## config.mk

```make
export PLATFORM = sky130hd
export DESIGN_NAME = serial_add_ctrl
export DESIGN_NICKNAME = d
export VERILOG_FILES = /design/src/rtl/serial_add_ctrl.sv
export SDC_FILE = /design/constraint.sdc
export NUM_CORES = 1
export LEC_CHECK = 0
export BUFFER_PORTS_ARGS = -buffer_cell sky130_fd_sc_hd__buf_2
export CORE_MARGIN = 2
export CORE_UTILIZATION = 52
export DETAILED_ROUTE_END_ITERATION = 10
export PLACE_DENSITY = 0.9
export REMOVE_ABC_BUFFERS = 1
export SYNTH_ARGS = -nofsm -noshare
export SYNTH_HDL_FRONTEND = slang
export SYNTH_SLANG_ARGS = --single-unit
```

## constraint.sdc

```tcl
create_clock -name clk -period 1.54 [get_ports clk]
set_clock_uncertainty 0.1 [all_clocks]
set_input_delay 0.385 -clock clk [delete_from_list [all_inputs] [get_ports clk]]
set_output_delay 0.385 -clock clk [all_outputs]
set_load 0.05 [all_outputs]
```

## src/rtl/serial_add_ctrl.sv

```systemverilog
// Bit-serial add/subtract controller: streams operands LSB-first through an
// external 1-bit full adder and assembles the N-bit result, final carry and overflow.
module serial_add_ctrl #(
    parameter int N = 8
) (
    input  logic         clk,
    input  logic         rst_n,
    input  logic         start,
    input  logic         sub,
    input  logic         cin,
    input  logic [N-1:0] a,
    input  logic [N-1:0] b,
    output logic         fa_x,
    output logic         fa_y,
    output logic         fa_cin,
    input  logic         fa_s,
    input  logic         fa_cout,
    output logic         busy,
    output logic         done,
    output logic [N-1:0] sum,
    output logic         cout,
    output logic         ovf
);

    localparam int CW = $clog2(N);

    typedef enum logic [1:0] {
        IDLE,
        ADD,
        DONE
    } state_t;

    state_t          state_q, state_d;
    logic [N-1:0]    ra_q, ra_d;
    logic [N-1:0]    rb_q, rb_d;
    logic [N-1:0]    sum_q, sum_d;
    logic [CW-1:0]   cnt_q, cnt_d;
    logic            carry_q, carry_d;
    logic            cout_q, cout_d;
    logic            ovf_q, ovf_d;

    always_ff @(posedge clk or negedge rst_n) begin
        if (!rst_n) begin
            state_q <= IDLE;
            ra_q    <= '0;
            rb_q    <= '0;
            sum_q   <= '0;
            cnt_q   <= '0;
            carry_q <= 1'b0;
            cout_q  <= 1'b0;
            ovf_q   <= 1'b0;
        end else begin
            state_q <= state_d;
            ra_q    <= ra_d;
            rb_q    <= rb_d;
            sum_q   <= sum_d;
            cnt_q   <= cnt_d;
            carry_q <= carry_d;
            cout_q  <= cout_d;
            ovf_q   <= ovf_d;
        end
    end

    // Subtraction is a + ~b + 1, so the inversion and forced carry-in happen at capture.
    always_comb begin
        state_d = state_q;
        ra_d    = ra_q;
        rb_d    = rb_q;
        sum_d   = sum_q;
        cnt_d   = cnt_q;
        carry_d = carry_q;
        cout_d  = cout_q;
        ovf_d   = ovf_q;
        fa_x    = 1'b0;
        fa_y    = 1'b0;
        fa_cin  = 1'b0;
        busy    = 1'b0;
        done    = 1'b0;

        case (state_q)
            IDLE: begin
                if (start) begin
                    ra_d    = a;
                    rb_d    = sub ? ~b : b;
                    carry_d = sub ? 1'b1 : cin;
                    cnt_d   = '0;
                    sum_d   = '0;
                    state_d = ADD;
                end
            end
            ADD: begin
                busy    = 1'b1;
                fa_x    = ra_q[0];
                fa_y    = rb_q[0];
                fa_cin  = carry_q;
                ra_d    = ra_q >> 1;
                rb_d    = rb_q >> 1;
                sum_d   = {fa_s, sum_q[N-1:1]};
                carry_d = fa_cout;
                cnt_d   = cnt_q + 1'b1;
                // Overflow compares the carry into the MSB with the carry out of it.
                if (cnt_q == CW'(N - 1)) begin
                    cout_d  = fa_cout;
                    ovf_d   = carry_q ^ fa_cout;
                    state_d = DONE;
                end
            end
            DONE: begin
                done    = 1'b1;
                state_d = IDLE;
            end
            default: begin
                state_d = IDLE;
            end
        endcase
    end

    assign sum  = sum_q;
    assign cout = cout_q;
    assign ovf  = ovf_q;

endmodule

```

==> results_dict.tcl <==
set metrics [dict create \
    via_count 1322 \
    yosysWarnings 0 \
    clk-insertion-delay-late_ns 0.34 \
    gr-total-overflow 0 \
    crit_chain "nor2b_4 -> and2_4 -> buf_8" \
    grt_pass1_wl_mm 5.83 \
    dp.cells 206 \
    fin_crit_sh_pct 118 \
    yosys.area.top_type "dfrtp_1" \
    core_um2 2830 \
    end_kind "output pin" \
    dpl-instance-area_um2 1790 \
    nets 221 \
    rsz0062_at_grt "yes" \
    setup.worst_path.class "reg -> out" \
    hold_class "in -> reg" \
    finalSetupViolCount 7 \
    grt_max_degree 21 \
    powerDensity_nw_per_um2 2000 \
    peakVddDrop_mv 1.12 \
    port_buffers 37 \
    fin_cells 228 \
    relSlewSlack_pct 73.5 \
    clk_pin_slew_worst_paths_ns 0.11 \
    final_common_cell "buf_2" \
    globalplace.congestion 0.893 \
    cpPeakStageDelay_ns 0.47 \
    grt_usage_pct 22.8 \
    finalPower_mw 4.32 \
    synth_area_um2 1580 \
    hold_viol_final 0 \
    antenna_found_initial 0 \
    io_pins 38 \
    cts_made_buffers 5 \
    cts_sinks 32 \
    rows 19 \
    cts_htree_levels 2 \
    ant_nets 0 \
    ys_seq_elements 32 \
    drtPass1Iterations 4 \
    fmax_mhz 552 \
    wl_mm 3.92 \
    tightest_slew_ns 0.398 \
    cts_tree "built" \
    critPathTopFamily "flip-flops" \
    ctsLongestPathBuffers 2 \
    final_layout_size_suffix_gt1_share_pct 47.2 \
    ys_seq_area_share_pct 50.8 \
    synthCells 142 \
    cellLeakagePower_nw 1.01 \
    antenna_cells 0 \
    synth.distinct_cells 27 \
    worst_setup_path_start_kind "flop" \
    dp_hpwl_mm 2.22 \
    fin_area_um2 2160 \
    worst_ep_required_time_ns 1.05 \
    fin_crit_ns 1.81 \
    slowest_stage "dfrtp_2" \
    area_growth_pct 37.1 \
    violations "negative setup slack" \
    die_area_um2 3490 \
    drt_iter0_drc 71 \
    start_util_pct 55.7 \
    viasPerCell 5.80 \
    cp_max_fo 6 \
    cts_root_buf "clkbuf_4" \
    outcome "complete, but fails checks" \
    synth_area_leaders "dfrtp_1 51%, o221ai_2 5.7%, a22o_1 5.6%, xnor2_1 5.0%, nor2b_1 4.4%" \
    die_h_um 59.0 \
    max_cap_viol_count 0 \
    yosysTopAreaCellShare_pct 50.8 \
    drcViolationCount 0 \
    critPathBufInv 1 \
    arrival_ns 1.33 \
    synth_area_per_cell_um2 11.1 \
    fin_ws_ns -0.272 \
    layout_common_cells "33 x buf_2, 30 x dfrtp_1, 15 x nand2_1" \
    grt_pass1_vias 1271 \
    slew_violations 0 \
    avgRoutedWirePerCell_um 17.2 \
    fp.dieW_um 59.0 \
]
per-stage QoR:
step	hold slack (ns)	TNS [ns]	setup slack, ns	utilization [%]
floorplan	-0.0106	-32.51	-1.70	-
global placement	0.219	-0.00646	-0.00329	63.2
detailed placement	0.227	-0.0860	-0.0266	63.2
CTS	0.161	-1.06	-0.239	70.1
global route	0.158	-1.65	-0.304	76.3
finish	0.174	-1.21	-0.272	76.3
state kept, by name, summed over array words and instances (netlist names):
name,flops
state_q,2
cout,1
cnt_q,3
sum,8
ra_q,8
ovf,1
rb_q,8
carry_q,1
repair_timing:
action,4_1_cts,5_1_grt
resized for setup,21,27
endpoints found under the hold margin,16,0
hold buffers,1,0
pin swaps,0,14
buffers inserted,1,10
setup endpoints to repair,6,20
gates cloned,1,1
final timing paths:
kind | end | slack [ns] | startpoint | depth (start not counted)
setup reg to reg | ra_q[3] | -0.01 | state_q[1] | 6
hold / removal | sum[7] | 0.17 | fa_s | 2
min in group asynchronous | ra_q[3] | 0.40 | rst_n | 2
max in group asynchronous | rb_q[6] | 0.36 | rst_n | 3
hold reg to reg | cout | 0.40 | cout | 1
setup / recovery | fa_x | -0.27 | state_q[1] | 3
routing by layer:
| metal | vias to the layer above | global-route usage (%) | part of all wire, % |
|---|---|---|---|
| met3 | 6 | 6.55 | 4.8 |
| li1 | 612 | - | - |
| met2 | 47 | 38.1 | 52 |
| met1 | 657 | 28.0 | 42 |
| met4 | 0 | 8.44 | 1.3 |
| met5 | - | 0 | 0 |
cells in the mapped netlist:
master / count
and2_1: 3
ha_1: 2
xnor2_1: 9
buf_6: 1
dfrtp_1: 32
mux2_2: 1
buf_4: 2
mux2_1: 1
a21oi_1: 11
nor2b_1: 11
buf_2: 8
nand2_1: 15
o21ai_0: 8
o221ai_2: 6
o21ai_1: 2
a22oi_1: 9
o211ai_2: 1
and2b_1: 1
and2_4: 1
or2_2: 1
a22o_1: 10
nor2_1: 2
nand2b_2: 1
o21bai_4: 1
clkbuf_1: 1
inv_1: 1
mux2i_1: 1
final cells by class:
cell class | count | area [um^2]
timing repair buffer | 59 | 470
inverter | 1 | 3.75
fill | 178 | 669
sequential | 32 | 803
clock inverter | 2 | 35.0
clock buffer | 6 | 41.3
multi-input combinational | 97 | 767
tap | 31 | 38.8
kinds of logic after synthesis:
family	after synthesis	share of synthesized area [%]
AOI/OAI and AO/OA	48	24.2
and+or+nand+nor	35	11.6
DFF	32	50.8
buffers and inverters	13	4.69
xor gates and xnor gates	9	5.00
muxes	3	2.07
adders and majority gates	2	1.59
power breakdown:
group	switching [mW]	leakage (nW)	total (mW)	internal [mW]
sequential	0.238	0.408	1.41	1.17
clock	0.291	0.0422	0.631	0.340
combinational	1.28	0.555	2.28	1.01
total	1.81	1.01	4.32	2.51
(Power assumes the default switching activity.)
